File: src/rtl/mc_rd_fifo_gen.sv
// First-word-fall-through FIFO with sticky overflow/underflow flags and occupancy count.
// Optional per-entry even parity when MC_RD_FIFO_PARITY_EN is defined.
module mc_rd_fifo_gen #(
  parameter int DW     = 36,
  parameter int DEPTH  = 4,
  parameter int AF_LVL = DEPTH-1
) (
  input  logic                       clk,
  input  logic                       rst,
  input  logic                       clr,
  input  logic [DW-1:0]              din,
  input  logic                       we,
  input  logic                       re,
  output logic [DW-1:0]              dout,
  output logic                       empty,
  output logic                       full,
  output logic                       afull,
  output logic [$clog2(DEPTH):0]     count,
  output logic                       ovf,
  output logic                       udf,
  output logic                       par_err
);

  localparam int AW = $clog2(DEPTH);
  localparam int CW = AW + 1;
`ifdef MC_RD_FIFO_PARITY_EN
  localparam int EW = DW + 1;
`else
  localparam int EW = DW;
`endif

  logic [EW-1:0] mem [DEPTH];
  logic [AW-1:0] wr_ptr, rd_ptr;
  logic          push, pop;
  logic [EW-1:0] wdata, head;

  assign empty = (count == '0);
  assign full  = (count == CW'(DEPTH));
  assign afull = (count >= CW'(AF_LVL));

  // A full FIFO still takes a write when a read frees a slot in the same cycle.
  assign push = we & (~full | re) & ~clr;
  assign pop  = re & ~empty & ~clr;

`ifdef MC_RD_FIFO_PARITY_EN
  assign wdata   = {^din, din};
`else
  assign wdata   = din;
`endif

  assign head = mem[rd_ptr];
  assign dout = empty ? '0 : head[DW-1:0];

`ifdef MC_RD_FIFO_PARITY_EN
  assign par_err = ~empty & (head[DW] != ^head[DW-1:0]);
`else
  assign par_err = 1'b0;
`endif

  // Storage has no reset; only pointers and count define validity.
  always_ff @(posedge clk) begin
    if (push) mem[wr_ptr] <= wdata;
  end

  always_ff @(posedge clk or posedge rst) begin
    if (rst) begin
      wr_ptr <= '0;
      rd_ptr <= '0;
      count  <= '0;
      ovf    <= 1'b0;
      udf    <= 1'b0;
    end else if (clr) begin
      wr_ptr <= '0;
      rd_ptr <= '0;
      count  <= '0;
      ovf    <= 1'b0;
      udf    <= 1'b0;
    end else begin
      if (push) wr_ptr <= wr_ptr + 1'b1;
      if (pop)  rd_ptr <= rd_ptr + 1'b1;
      if (push && !pop)      count <= count + 1'b1;
      else if (pop && !push) count <= count - 1'b1;
      if (we && full && !re) ovf <= 1'b1;
      if (re && empty)       udf <= 1'b1;
    end
  end

endmodule
File: config.mk
export PLATFORM = sky130hd
export DESIGN_NAME = mc_rd_fifo_gen
export DESIGN_NICKNAME = d
export VERILOG_FILES = /design/src/rtl/mc_rd_fifo_gen.sv
export SDC_FILE = /design/constraint.sdc
export NUM_CORES = 1
export LEC_CHECK = 0
export BUFFER_PORTS_ARGS = -buffer_cell sky130_fd_sc_hd__buf_2
export CORE_UTILIZATION = 36
export CTS_CLUSTER_SIZE = 8
export DETAILED_ROUTE_END_ITERATION = 16
export MAX_ROUTING_LAYER = met4
export PLACE_DENSITY = 0.64
export SYNTH_ARGS = -nofsm -noshare
export SYNTH_HDL_FRONTEND = slang
export SYNTH_SLANG_ARGS = --single-unit
File: constraint.sdc
create_clock -name clk -period 6.1 [get_ports clk]
set_clock_uncertainty 0.2 [all_clocks]
set_input_delay 0.305 -clock clk [delete_from_list [all_inputs] [get_ports clk]]
set_output_delay 0.305 -clock clk [all_outputs]
set_load 0.005 [all_outputs]
# After elaboration in Yosys (flattened, before gate mapping)
# Memory sizes are Yosys's and may differ from the RTL's.
# Index checks and enable logic that the tools add are counted.
# classes
order_cmp,1
addsub,4
shifts,0
bitwise_logic,8
n_eq_ne,1
reduce_logical,14
div_mod_pow,0
n_mux,14
multipliers,0
# ops
op,count
$mux 36,1
$mux 3,3
$mux 2,4
$reduce_bool 2->1,4
$mux 1,6
$logic_and 1x1->1,5
$add 2x1->2 const B,2
$and 1x1->1,4
$add 3x1->3 const B,1
$eq 3x3->1 const B,1
$ge 3x2->1 const B,1
$logic_not 1->1,3
$logic_not 3->1,1
$not 1->1,3
$reduce_bool 3->1,1
$sub 3x1->3 const B,1
$or 1x1->1,1
# word_totals
in_bits,41
memories,1
reg_bits,9
latch_bits,0
elab_cells,48
ramBits,144
mem_bits_ro,0
out_inout_bits,45
# mem_list
name,words,width,read_ports,rd_clocked_by_memory_dff,write_ports,line_no,rtl
mem,4,36,1,0,1,32,logic [EW-1:0] mem [DEPTH];

# Longest topological paths before layout
# Gate-level depths: netlist (run 1).
# logic_depth
word_depth,10
mapped_depth,8
depth_no_buf,7

# Worst setup path before layout (run 1)
# Ideal clock, no wire load.
# synth_path
path_kind,reg-to-reg
startpoint,register count[2]
endpoint,"memory mem[0][0] (netlist bit), enable pin"
period_less_slack_ns,2.381
setup_ns,0.397
arrival_time_ns,1.784
stages_incl_launch_ff,5
path_slack_ns,3.719
path_buffers,1
required_time_ns,5.503
path_cell_list,dfrtp_1 -> buf_2 -> nor4b_2 -> nor2_1 -> and2_1
# synth_between
elab_chain_len,7
# synth_lines
item,line_no,rtl
from (decl),18,"output logic [$clog2(DEPTH):0] count,"
from (signal assigned),81,if (push && !pop) count <= count + 1'b1;
from (signal assigned),82,else if (pop && !push) count <= count - 1'b1;
$eq 3x3->1,38,assign full = (count == CW'(DEPTH));
$not 1->1,42,assign push = we & (~full | re) & ~clr;
$or 1x1->1,42,
$and 1x1->1 (2 in a row),42,
$mux 1,62,if (push) mem[wr_ptr] <= wdata;
$mux 1 (not written as such),62,
to (decl),32,
# No other way between the ends.

# Worst setup path in the final report (run 1)
# layout_path
startpoint,register rd_ptr[0]
endpoint,output port dout[18]
# layout_between
elab_chain_len,2
# layout_lines
item,line_no,rtl
from (decl),33,"logic [AW-1:0] wr_ptr, rd_ptr;"
from (signal assigned),80,if (pop) rd_ptr <= rd_ptr + 1'b1;
$mem_v2 4x36,-,
$mux 36,52,assign dout = empty ? '0 : head[DW-1:0];
to (decl),14,"output logic [DW-1:0] dout,"
# No other way between the ends.

==> metrics.txt, run 1 <==
# TYPE chip_impl_metric gauge
chip_impl_metric{name="final_cells",unit=""} 658
chip_impl_metric{name="post-route-min-period",unit="ps"} 2810
chip_impl_metric{name="place.gp.congestion",unit=""} 0.703
chip_impl_metric{name="max_cap_viol_count",unit=""} 0
chip_impl_info{name="cell_type_with_the_largest_total_area_after_synthesis",value="sky130_fd_sc_hd__edfxtp_1"} 1
chip_impl_metric{name="detailedRoute.firstPassIterationCount",unit=""} 5
chip_impl_info{name="crit_path_end",value="dout[18]"} 1
chip_impl_metric{name="asyncSetResetFlopFracSynth",unit=""} 0.0588
chip_impl_metric{name="cp_max_fo",unit=""} 38
chip_impl_metric{name="final_net_count",unit=""} 471
chip_impl_metric{name="maximum_number_of_pins_on_one_net_before_global_route_repair",unit=""} 39
chip_impl_metric{name="die_h",unit="µm"} 132
chip_impl_metric{name="setup_slack",unit="ps"} 3290
chip_impl_metric{name="synthCells",unit=""} 301
chip_impl_metric{name="area_of_the_core",unit="mm²"} 0.0166
chip_impl_metric{name="filler_cell_count",unit=""} 1442
chip_impl_metric{name="antenna_found_initial",unit=""} 1
chip_impl_metric{name="routed_wirelength",unit="mm"} 11.1
chip_impl_metric{name="crit_arrival",unit="ps"} 2300
chip_impl_metric{name="post_synth_simple_gate_area",unit=""} 0.0605
chip_impl_metric{name="synth_warnings",unit=""} 0
chip_impl_info{name="hold_path_class",value="input port to register"} 1
chip_impl_metric{name="slew_viol_final",unit=""} 0
chip_impl_info{name="dominantRegCellSynth",value="sky130_fd_sc_hd__edfxtp_1"} 1
chip_impl_metric{name="worst_slack_at_placement",unit="ps"} 3610
chip_impl_info{name="ys_top_cells_by_area",value="sky130_fd_sc_hd__edfxtp_1 71%, sky130_fd_sc_hd__mux4_2 13%, sky130_fd_sc_hd__dfrtp_1 3.7%, sky130_fd_sc_hd__nor2b_1 3.7%, sky130_fd_sc_hd__ha_1 0.82%"} 1
chip_impl_metric{name="starting_utilization_of_the_core_area",unit=""} 0.369
chip_impl_metric{name="numPortBuffers",unit=""} 84
chip_impl_metric{name="netlist_area",unit="mm²"} 0.00612
chip_impl_metric{name="synthMuxAreaShare",unit=""} 0.136
chip_impl_metric{name="synth_largest_type_area_fraction",unit=""} 0.707
chip_impl_metric{name="power",unit="W"} 0.00308
chip_impl_metric{name="die_width",unit="µm"} 132
chip_impl_metric{name="global_route.overflow_total",unit=""} 0
chip_impl_metric{name="postSynthAreaPerCell",unit="µm²"} 20.3
chip_impl_metric{name="synthAdderAreaFrac",unit=""} 0.0115
chip_impl_metric{name="ant_nets",unit=""} 0
chip_impl_metric{name="detail_route.wl_per_cell",unit="µm"} 16.8
chip_impl_metric{name="post_route_cells_drive_above_1_share",unit=""} 0.355
chip_impl_metric{name="placementRows",unit=""} 47
chip_impl_metric{name="dp.final_hpwl",unit="mm"} 6.28
chip_impl_metric{name="cts_max_path_buffers",unit=""} 2
chip_impl_metric{name="cp_data_required_time",unit="ps"} 5590
chip_impl_info{name="worstReg2RegStart",value="count[2]$_DFFE_PP0P_"} 1
chip_impl_metric{name="r2r_slack",unit="ps"} 3640
chip_impl_metric{name="power_per_cell_area",unit="mW/mm²"} 400
chip_impl_metric{name="place_inst",unit=""} 588
chip_impl_info{name="combinational_family_with_the_most_area_after_synthesis",value="multiplexers"} 1
chip_impl_info{name="worstReg2RegEnd",value="mem[2][3]$_DFFE_PP_"} 1
chip_impl_metric{name="floorplan.die_area",unit="mm²"} 0.0175
chip_impl_info{name="path_class",value="register to output pin"} 1
chip_impl_metric{name="via_per_inst",unit=""} 4.76
chip_impl_metric{name="dr_total_vias",unit=""} 3134
chip_impl_metric{name="route.detailed.drc",unit=""} 0
chip_impl_metric{name="clock_sink_count",unit=""} 153
chip_impl_metric{name="r2r_cells",unit=""} 3
chip_impl_info{name="cp-startpoint",value="rd_ptr[0]$_DFFE_PP0P_"} 1
chip_impl_metric{name="report.final.hold_viol_count",unit=""} 0
chip_impl_info{name="cp-end-kind",value="output pin"} 1
chip_impl_metric{name="fmax",unit="MHz"} 356
chip_impl_info{name="tritoncts",value="yes"} 1
chip_impl_metric{name="synth-compound-area-share",unit=""} 0.0192
chip_impl_metric{name="clock_tree.htree_level_count",unit=""} 4
chip_impl_metric{name="insertion_delay",unit="ps"} 420
chip_impl_metric{name="io-pin-count",unit=""} 86
chip_impl_metric{name="peakVddDrop",unit="µV"} 202
chip_impl_info{name="outcome",value="complete, no violations"} 1
chip_impl_metric{name="cellLeakagePower",unit="nW"} 2.69
chip_impl_metric{name="grt_util_all_layers",unit=""} 0.142
chip_impl_metric{name="synthesized_nets",unit=""} 347
chip_impl_metric{name="grt_pass1_vias",unit=""} 3227
chip_impl_metric{name="detail_route.iter0.violations",unit=""} 190
chip_impl_metric{name="tightestPinTransition",unit="ps"} 1040
chip_impl_metric{name="tritoncts.num_buffers",unit=""} 17
chip_impl_metric{name="global_route_wire_length_before_repair",unit="mm"} 17.6
chip_impl_info{name="crit_path_start_kind",value="register"} 1
chip_impl_metric{name="cts.reportedPaths.clkPinSlew",unit="ps"} 50
chip_impl_info{name="rsz0062_at_grt",value="no"} 1
chip_impl_metric{name="setup_total_negative_slack",unit="ps"} 0
chip_impl_metric{name="synth.ff_latch_count",unit=""} 153
chip_impl_metric{name="synth_edf_count",unit=""} 144
chip_impl_metric{name="yosys.cell_types.count",unit=""} 35
chip_impl_metric{name="layout-area-overhead-vs-synth",unit="%"} 25.8
chip_impl_info{name="cts_root_buffer",value="sky130_fd_sc_hd__clkbuf_16"} 1
chip_impl_metric{name="slew_headroom",unit=""} 0.307
chip_impl_metric{name="synthXorXnorAreaFrac",unit=""} 0.00430
chip_impl_metric{name="synth.yosys.seq_area_share",unit=""} 0.744
chip_impl_metric{name="fin_crit_sh",unit=""} 0.460
chip_impl_metric{name="finalSetupViolations",unit=""} 0
==> power breakdown <==
group | total (W) | internal (W) | switching, W
Clock | 0.00106 | 0.000679 | 0.000377
Sequential | 0.00126 | 0.00120 | 0.0000586
Combinational | 0.000763 | 0.000401 | 0.000362
==> cells in the final DEF, fill, tap and decap left out, types with 5 or more instances in the layout <==
master	synthesis	layout
sky130_fd_sc_hd__mux4_2	36	36
sky130_fd_sc_hd__inv_1	6	6
sky130_fd_sc_hd__clkbuf_16	0	17
sky130_fd_sc_hd__nor2b_1	36	36
sky130_fd_sc_hd__dlygate4sd3_1	0	38
sky130_fd_sc_hd__edfxtp_1	144	144
sky130_fd_sc_hd__nor2_1	12	12
sky130_fd_sc_hd__clkbuf_1	3	5
sky130_fd_sc_hd__dfrtp_1	9	7
sky130_fd_sc_hd__buf_2	9	84
==> kinds of logic after synthesis <==
logic type / Yosys count
adder cells (fa/ha/maj): 5
multiplexers: 38
AND/OR/NAND/NOR: 62
other: 1
AO/OA/AOI/OAI: 14
buffers and inverters: 25
flip-flops: 153
XOR/XNOR: 3
==> per-stage QoR <==
stage	hold slack [ps]	instance area [µm²]	utilization
finish	61.1	7690	0.464
global route	59.2	7690	0.464
CTS	44.5	7690	0.464
detailed placement	95.7	6720	0.405
global placement	92.8	6720	0.405
floorplan	-67.1	6120	-
==> sequential cells by signal (all words and copies together) (netlist names) <==
register,cells
udf,1
mem,144
count,3
wr_ptr,2
ovf,1
rd_ptr,2
==> repair_timing <==
| action | CTS | global route |
|---|---|---|
| hold endpoints to repair | 158 | 0 |
| setup buffers | 0 | 0 |
| hold buffers | 38 | 0 |
| resized for setup | 0 | 0 |
==> critical path: stages (launching register included) <==
cell	delay (ps)
sky130_fd_sc_hd__dfrtp_2	330
sky130_fd_sc_hd__buf_4	610
sky130_fd_sc_hd__mux4_2	630
sky130_fd_sc_hd__nor2b_1	150
sky130_fd_sc_hd__buf_2	140
==> cell type report <==
cell class	count	area (µm²)	share of cell area
Inverter	6	22.5	0.00293
Clock buffer	22	444	0.0577
Antenna cell	1	2.50	0.000325
Clock inverter	9	149	0.0194
Tap cell	220	275	0.0358
Multi-Input combinational cell	123	1430	0.186
Timing Repair Buffer	124	816	0.106
Sequential cell	153	4550	0.592
==> synthesized netlist by cell type (2+ instances only) <==
| master | count |
|---|---|
| sky130_fd_sc_hd__a21oi_1 | 4 |
| sky130_fd_sc_hd__buf_2 | 9 |
| sky130_fd_sc_hd__ha_1 | 4 |
| sky130_fd_sc_hd__inv_1 | 6 |
| sky130_fd_sc_hd__and2_1 | 5 |
| sky130_fd_sc_hd__edfxtp_1 | 144 |
| sky130_fd_sc_hd__mux2_1 | 2 |
| sky130_fd_sc_hd__o21ai_0 | 2 |
| sky130_fd_sc_hd__nor2b_1 | 36 |
| sky130_fd_sc_hd__dfrtp_1 | 9 |
| sky130_fd_sc_hd__xor2_1 | 2 |
| sky130_fd_sc_hd__buf_4 | 3 |
| sky130_fd_sc_hd__clkbuf_1 | 3 |
| sky130_fd_sc_hd__nor2_1 | 12 |
| sky130_fd_sc_hd__buf_6 | 4 |
| sky130_fd_sc_hd__mux4_2 | 36 |
| sky130_fd_sc_hd__nand2b_1 | 2 |
==> layer usage <==
metal / share of wire / wire (µm) / global-route usage / vias to the layer above
li1: - / - / - / 1430
met1: 0.44 / 4870 / 0.173 / 1596
met2: 0.50 / 5490 / 0.223 / 93
met3: 0.051 / 564 / 0.0423 / 15
met4: 0.014 / 151 / 0.0581 / 0
met5: 0 / 0 / - / -
==> worst min-delay path by stage <==
| stage | from | end | cells after the start |
|---|---|---|---|
| floorplan | rst | count[0]$_DFFE_PP0P_ | 1 |
| global placement | rst | count[2]$_DFFE_PP0P_ | 2 |
| detailed placement | rst | count[2]$_DFFE_PP0P_ | 2 |
| CTS | we | wr_ptr[1]$_DFFE_PP0P_ | 3 |
| global route | we | wr_ptr[1]$_DFFE_PP0P_ | 3 |
| finish | we | wr_ptr[1]$_DFFE_PP0P_ | 3 |
Power figures use the tool's default switching activity.
==> inputs of run 2 (changes only) <==
==> constraint.sdc (replaced) <==
create_clock -name clk -period 2.85 [get_ports clk]
set_clock_uncertainty 0.2 [all_clocks]
set_input_delay 0.1425 -clock clk [delete_from_list [all_inputs] [get_ports clk]]
set_output_delay 0.1425 -clock clk [all_outputs]
set_load 0.005 [all_outputs]
==> metrics.txt, run 2 (synthesis results as in run 1) <==
# TYPE chip_impl_metric gauge
chip_impl_metric{name="clock_sink_count",unit=""} 153
chip_impl_metric{name="sequential_cell_area",unit="mm²"} 0.00455
chip_impl_metric{name="cts_max_path_buffers",unit=""} 2
chip_impl_metric{name="largest_reg_flops",unit=""} 144
chip_impl_info{name="tritoncts",value="yes"} 1
chip_impl_info{name="hold_path_class",value="input port to asynchronous set/reset pin"} 1
chip_impl_metric{name="post-route-util",unit=""} 0.470
chip_impl_metric{name="r2r_slack",unit="ps"} 580
chip_impl_metric{name="final_net_count",unit=""} 481
chip_impl_metric{name="peakVddDrop",unit="µV"} 463
chip_impl_info{name="rsz0062_at_grt",value="no"} 1
chip_impl_metric{name="switching_share",unit=""} 0.260
chip_impl_metric{name="finalSetupViolations",unit=""} 0
chip_impl_info{name="mostFrequentLayoutCell",value="sky130_fd_sc_hd__edfxtp_1"} 1
chip_impl_metric{name="floorplan.die_area",unit="mm²"} 0.0175
chip_impl_metric{name="antenna_cells_inserted",unit=""} 0
chip_impl_metric{name="starting_utilization_of_the_core_area",unit=""} 0.369
chip_impl_info{name="mostFrequentLayoutCells",value="144 x sky130_fd_sc_hd__edfxtp_1, 84 x sky130_fd_sc_hd__buf_2, 41 x sky130_fd_sc_hd__dlygate4sd3_1"} 1
chip_impl_metric{name="insertion_delay",unit="ps"} 410
chip_impl_metric{name="global_route.overflow_total",unit=""} 0
chip_impl_info{name="largestRegisters",value="mem: 144 flops, count: 3 flops"} 1
chip_impl_metric{name="tritoncts.num_buffers",unit=""} 17
chip_impl_info{name="path_class",value="register to output pin"} 1
chip_impl_metric{name="die_width",unit="µm"} 132
chip_impl_metric{name="numPortBuffers",unit=""} 84
chip_impl_metric{name="place.gp.congestion",unit=""} 0.819
chip_impl_metric{name="filler_cell_count",unit=""} 1454
chip_impl_metric{name="placementRows",unit=""} 47
chip_impl_metric{name="seq_power_share",unit=""} 0.411
chip_impl_metric{name="relative_contribution_of_the_clock_network_to_total_power",unit=""} 0.330
chip_impl_info{name="crit_path_start_kind",value="register"} 1
chip_impl_metric{name="cts_repair_resize_count",unit=""} 0
chip_impl_metric{name="slew_headroom",unit=""} 0.627
chip_impl_metric{name="antenna_found_initial",unit=""} 0
chip_impl_metric{name="worst_slack_at_placement",unit="ps"} 591
chip_impl_metric{name="ant_nets",unit=""} 0
chip_impl_metric{name="global_route_wire_length_before_repair",unit="mm"} 17.4
chip_impl_metric{name="area_of_the_core",unit="mm²"} 0.0166
chip_impl_metric{name="post-route-min-period",unit="ps"} 2440
chip_impl_metric{name="grt_util_all_layers",unit=""} 0.141
chip_impl_metric{name="fin_crit_sh",unit=""} 0.856
chip_impl_metric{name="ctsHoldBuffers",unit=""} 41
chip_impl_metric{name="multiInputGateArea",unit="mm²"} 0.00143
chip_impl_metric{name="grt_pass1_vias",unit=""} 3321
chip_impl_metric{name="layout-area-overhead-vs-synth",unit="%"} 27.5
chip_impl_metric{name="postCtsSetupRepairBufs",unit=""} 0
chip_impl_metric{name="cp_data_required_time",unit="ps"} 2510
chip_impl_metric{name="routed_wirelength",unit="mm"} 11.0
chip_impl_info{name="outcome",value="complete, no violations"} 1
chip_impl_metric{name="detailedRoute.firstPassIterationCount",unit=""} 4
chip_impl_metric{name="cellLeakagePower",unit="nW"} 2.75
chip_impl_info{name="cp-end-kind",value="output pin"} 1
chip_impl_metric{name="cp_max_fo",unit=""} 22
chip_impl_metric{name="maximum_number_of_pins_on_one_net_before_global_route_repair",unit=""} 39
chip_impl_metric{name="final.hold.worst_slack",unit="ps"} 33.6
chip_impl_metric{name="power_per_cell_area",unit="mW/mm²"} 835
chip_impl_metric{name="via_per_inst",unit=""} 4.69
chip_impl_info{name="max_flop_register",value="mem"} 1
chip_impl_metric{name="detail_route.wl_per_cell",unit="µm"} 16.4
chip_impl_metric{name="max_cap_viol_count",unit=""} 0
chip_impl_metric{name="io-pin-count",unit=""} 86
chip_impl_metric{name="clock_tree.htree_level_count",unit=""} 4
chip_impl_metric{name="setup_slack",unit="ps"} 410
chip_impl_metric{name="fmax",unit="MHz"} 410
chip_impl_metric{name="power.net_switching",unit="W"} 0.00169
chip_impl_metric{name="tightestPinTransition",unit="ps"} 559
chip_impl_metric{name="cts.reportedPaths.clkPinSlew",unit="ps"} 60
chip_impl_metric{name="slew_viol_final",unit=""} 0
chip_impl_metric{name="route.detailed.drc",unit=""} 0
chip_impl_metric{name="dp.final_hpwl",unit="mm"} 6.69
chip_impl_metric{name="final_design_area_no_fill",unit="mm²"} 0.00780
chip_impl_metric{name="setup_total_negative_slack",unit="ps"} 0
chip_impl_metric{name="dpl_cell_area",unit="mm²"} 0.00682
chip_impl_metric{name="post_route_cells_drive_above_1_share",unit=""} 0.364
chip_impl_metric{name="detail_route.iter0.violations",unit=""} 176
chip_impl_metric{name="dr_total_vias",unit=""} 3134
chip_impl_metric{name="internal_power",unit="W"} 0.00482
chip_impl_info{name="cts_root_buffer",value="sky130_fd_sc_hd__clkbuf_16"} 1
chip_impl_metric{name="pwr-share-comb",unit=""} 0.258
chip_impl_metric{name="crit_arrival",unit="ps"} 2100
chip_impl_metric{name="report.final.hold_viol_count",unit=""} 0
chip_impl_metric{name="die_h",unit="µm"} 132
==> run 2: cell type report <==
cell class / instances / area share
inverters: 6 / 0.00289
clock inverters: 11 / 0.0165
flip-flops and latches: 153 / 0.584
clock buffers: 21 / 0.0565
multi-input cells: 123 / 0.184
well taps: 220 / 0.0353
repair buffers: 134 / 0.122
==> run 2: routing by layer <==
metal / share of wire / vias up / wire, µm / GRT usage
li1: - / 1453 / - / -
met1: 0.43 / 1575 / 4680 / 0.166
met2: 0.51 / 85 / 5540 / 0.227
met3: 0.047 / 21 / 514 / 0.0323
met4: 0.021 / 0 / 230 / 0.0683
met5: 0 / - / 0 / -
==> run 2: path summary, 6_finish.rpt <==
kind	start	to	cells after the start
setup reg to reg	count[0]$_DFFE_PP0P_	count[2]$_DFFE_PP0P_	7
setup / recovery	rd_ptr[1]$_DFFE_PP0P_	dout[35]	4
min in group clk	din[27]	mem[2][27]$_DFFE_PP_	2
hold reg to reg	ovf$_DFFE_PP0P_	ovf$_DFFE_PP0P_	2
hold / removal	rst	udf$_DFFE_PP0P_	3
max in group asynchronous	rst	rd_ptr[0]$_DFFE_PP0P_	3
==> run 2: worst max-delay path: stages, from the launching register on <==
cell,delay [ps]
sky130_fd_sc_hd__dfrtp_2,720
sky130_fd_sc_hd__buf_4,320
sky130_fd_sc_hd__mux4_2,330
sky130_fd_sc_hd__nor2b_1,150
sky130_fd_sc_hd__buf_2,140
==> run 2: metrics by stage <==
stage,power [W],instances
after floorplan,0.00383,301
after global placement,0.00438,595
after detailed placement,0.00441,595
after CTS,0.00662,668
after global routing,0.00685,668
final,0.00651,668
==> run 2: power by group through the flow <==
stage | clock [W] | sequential, W | combinational (W)
2_1_floorplan | 0 | 0.00265 | 0.00118
3_3_place_gp | 0 | 0.00272 | 0.00167
3_5_place_dp | 0 | 0.00273 | 0.00168
4_1_cts | 0.00220 | 0.00268 | 0.00174
5_1_grt | 0.00229 | 0.00270 | 0.00187
6_report | 0.00215 | 0.00268 | 0.00168
==> inputs of run 3 (changes only) <==
--- a/config.mk
+++ b/config.mk
@@ -6,11 +6,12 @@
 export NUM_CORES = 1
 export LEC_CHECK = 0
 export BUFFER_PORTS_ARGS = -buffer_cell sky130_fd_sc_hd__buf_2
-export CORE_UTILIZATION = 36
+export CORE_ASPECT_RATIO = 1.75
+export CORE_UTILIZATION = 30
 export CTS_CLUSTER_SIZE = 8
 export DETAILED_ROUTE_END_ITERATION = 16
 export MAX_ROUTING_LAYER = met4
-export PLACE_DENSITY = 0.64
+export PLACE_DENSITY = 0.57
 export SYNTH_ARGS = -nofsm -noshare
 export SYNTH_HDL_FRONTEND = slang
 export SYNTH_SLANG_ARGS = --single-unit
==> metrics.txt, run 3 (synthesis results as in run 1) <==
# TYPE chip_impl_metric gauge
chip_impl_metric{name="cp_data_required_time",unit="ps"} 2510
chip_impl_info{name="hold_path_class",value="input port to asynchronous set/reset pin"} 1
chip_impl_metric{name="setup_total_negative_slack",unit="ps"} 0
chip_impl_metric{name="critical_path_cell_count",unit=""} 4
chip_impl_metric{name="post_route_cells_drive_above_1_share",unit=""} 0.378
chip_impl_metric{name="grt_util_all_layers",unit=""} 0.125
chip_impl_metric{name="global_route.overflow_total",unit=""} 0
chip_impl_info{name="cp-startpoint",value="rd_ptr[0]$_DFFE_PP0P_"} 1
chip_impl_metric{name="fmax",unit="MHz"} 427
chip_impl_info{name="mostFrequentLayoutCells",value="144 x sky130_fd_sc_hd__edfxtp_1, 84 x sky130_fd_sc_hd__buf_2, 41 x sky130_fd_sc_hd__dlygate4sd3_1"} 1
chip_impl_info{name="rsz0062_at_grt",value="no"} 1
chip_impl_metric{name="r2r_cells",unit=""} 4
chip_impl_metric{name="area_of_the_core",unit="mm²"} 0.0198
chip_impl_info{name="max_flop_register",value="mem"} 1
chip_impl_metric{name="io-pin-count",unit=""} 86
chip_impl_info{name="path_class",value="register to output pin"} 1
chip_impl_metric{name="route.detailed.drc",unit=""} 0
chip_impl_info{name="tritoncts",value="yes"} 1
chip_impl_info{name="cts_root_buffer",value="sky130_fd_sc_hd__clkbuf_16"} 1
chip_impl_info{name="largestRegisters",value="mem: 144 flops, count: 3 flops"} 1
chip_impl_metric{name="ant_nets",unit=""} 0
chip_impl_metric{name="post-route-min-period",unit="ps"} 2340
chip_impl_metric{name="largest_reg_flops",unit=""} 144
chip_impl_metric{name="max_cap_viol_count",unit=""} 0
chip_impl_metric{name="final_design_area_no_fill",unit="mm²"} 0.00785
chip_impl_metric{name="peakVddDrop",unit="µV"} 466
chip_impl_metric{name="cts_max_path_buffers",unit=""} 2
chip_impl_info{name="crit_path_cell_trace",value="buf_12, mux4_2, nor2b_1, buf_2"} 1
chip_impl_metric{name="die_h",unit="µm"} 191
chip_impl_metric{name="clock_tree.htree_level_count",unit=""} 4
chip_impl_metric{name="layout-area-overhead-vs-synth",unit="%"} 28.3
chip_impl_metric{name="antenna_cells_inserted",unit=""} 0
chip_impl_metric{name="postCtsSetupRepairBufs",unit=""} 0
chip_impl_info{name="mostFrequentLayoutCell",value="sky130_fd_sc_hd__edfxtp_1"} 1
chip_impl_metric{name="crit_arrival",unit="ps"} 2000
chip_impl_info{name="crit_path_start_kind",value="register"} 1
chip_impl_metric{name="tritoncts.num_buffers",unit=""} 17
chip_impl_metric{name="multiInputGateArea",unit="mm²"} 0.00143
chip_impl_metric{name="cellLeakagePower",unit="nW"} 2.74
chip_impl_info{name="cp-end-kind",value="output pin"} 1
chip_impl_metric{name="slew_viol_final",unit=""} 0
chip_impl_metric{name="via_per_inst",unit=""} 4.52
chip_impl_metric{name="filler_cell_count",unit=""} 1794
chip_impl_metric{name="fin_crit_sh",unit=""} 0.821
chip_impl_metric{name="detailedRoute.firstPassIterationCount",unit=""} 4
chip_impl_metric{name="sequential_cell_area",unit="mm²"} 0.00455
chip_impl_metric{name="starting_utilization_of_the_core_area",unit=""} 0.309
chip_impl_metric{name="final_net_count",unit=""} 480
chip_impl_info{name="worstReg2RegStart",value="count[0]$_DFFE_PP0P_"} 1
chip_impl_metric{name="numPortBuffers",unit=""} 84
chip_impl_metric{name="report.final.hold_viol_count",unit=""} 0
chip_impl_metric{name="dpl_cell_area",unit="mm²"} 0.00687
chip_impl_metric{name="dr_total_vias",unit=""} 3131
chip_impl_metric{name="antenna_found_initial",unit=""} 0
chip_impl_metric{name="cts.reportedPaths.clkPinSlew",unit="ps"} 70
chip_impl_metric{name="global_route_wire_length_before_repair",unit="mm"} 18.2
chip_impl_metric{name="critical_path_buf_inv_count",unit=""} 2
chip_impl_metric{name="die_width",unit="µm"} 110
chip_impl_info{name="worst_path_max_delay_cell",value="sky130_fd_sc_hd__mux4_2"} 1
chip_impl_metric{name="cp_max_fo",unit=""} 36
chip_impl_metric{name="power_per_cell_area",unit="mW/mm²"} 831
chip_impl_metric{name="detail_route.wl_per_cell",unit="µm"} 16.8
chip_impl_metric{name="place.gp.congestion",unit=""} 0.742
chip_impl_metric{name="floorplan.die_area",unit="mm²"} 0.0210
chip_impl_metric{name="dp.final_hpwl",unit="mm"} 7.53
chip_impl_metric{name="placementRows",unit=""} 68
chip_impl_metric{name="finalSetupViolations",unit=""} 0
chip_impl_metric{name="routed_wirelength",unit="mm"} 11.6
chip_impl_info{name="outcome",value="complete, no violations"} 1
chip_impl_metric{name="detail_route.iter0.violations",unit=""} 143
chip_impl_metric{name="clock_sink_count",unit=""} 153
chip_impl_metric{name="insertion_delay",unit="ps"} 420
chip_impl_metric{name="slowest_delay",unit="ps"} 580
chip_impl_metric{name="maximum_number_of_pins_on_one_net_before_global_route_repair",unit=""} 37
chip_impl_info{name="critPathTopFamily",value="multiplexers"} 1
chip_impl_metric{name="grt_pass1_vias",unit=""} 3347
## run 3: timing repair
item,4_1_cts,5_1_grt
resized for setup,0,0
endpoints found under the hold margin,162,0
hold buffers,41,0
## run 3: power by group
part / switching, W / leakage, nW / internal [W] / total, W
logic: 0.000807 / 1.05 / 0.000916 / 0.00172
registers: 0.000108 / 1.42 / 0.00257 / 0.00268
clock network: 0.000896 / 0.271 / 0.00122 / 0.00212
## run 3: stage by stage
| stage | total power, W | util | instances | hold slack (ps) | worst slack (ps) |
|---|---|---|---|---|---|
| global route | 0.00685 | 0.396 | 692 | 57.3 | 395 |
| CTS | 0.00664 | 0.396 | 692 | 21.0 | 433 |
| finish | 0.00653 | 0.396 | 692 | 28.5 | 511 |
| global placement | 0.00444 | 0.347 | 619 | -73.3 | 634 |
| floorplan | 0.00383 | - | 301 | -230 | 469 |
| detailed placement | 0.00447 | 0.347 | 619 | -71.9 | 562 |
## run 3: cell type report
class | count | share of cell area
flip-flops and latches | 153 | 0.580
multi-input cells | 123 | 0.182
repair buffers | 133 | 0.123
clock buffers | 18 | 0.0547
well taps | 245 | 0.0391
clock inverters | 14 | 0.0180
inverters | 6 | 0.00287
## run 3: path summary, 6_finish.rpt
| kind | endpoint | slack, ps |
|---|---|---|
| worst max-delay path | dout[4] | 510 |
| worst min-delay path | ovf$_DFFE_PP0P_ | 30 |
| worst max register to register | mem[3][27]$_DFFE_PP_ | 570 |
| worst min register to register | udf$_DFFE_PP0P_ | 310 |
| max in group asynchronous | rd_ptr[1]$_DFFE_PP0P_ | 2150 |
| min in group clk | mem[1][33]$_DFFE_PP_ | 280 |
## run 3: tightest hold or removal path: stages
cell and delay [ps]:
sky130_fd_sc_hd__dlygate4sd3_1 530, sky130_fd_sc_hd__buf_2 120, sky130_fd_sc_hd__inv_1 260
## run 3: routing by layer
layer / GRT usage / routed length, µm / vias up
li1: - / - / 1445
met1: 0.133 / 4360 / 1596
met2: 0.217 / 6550 / 75
met3: 0.0252 / 469 / 15
met4: 0.0595 / 226 / 0
met5: - / 0 / -
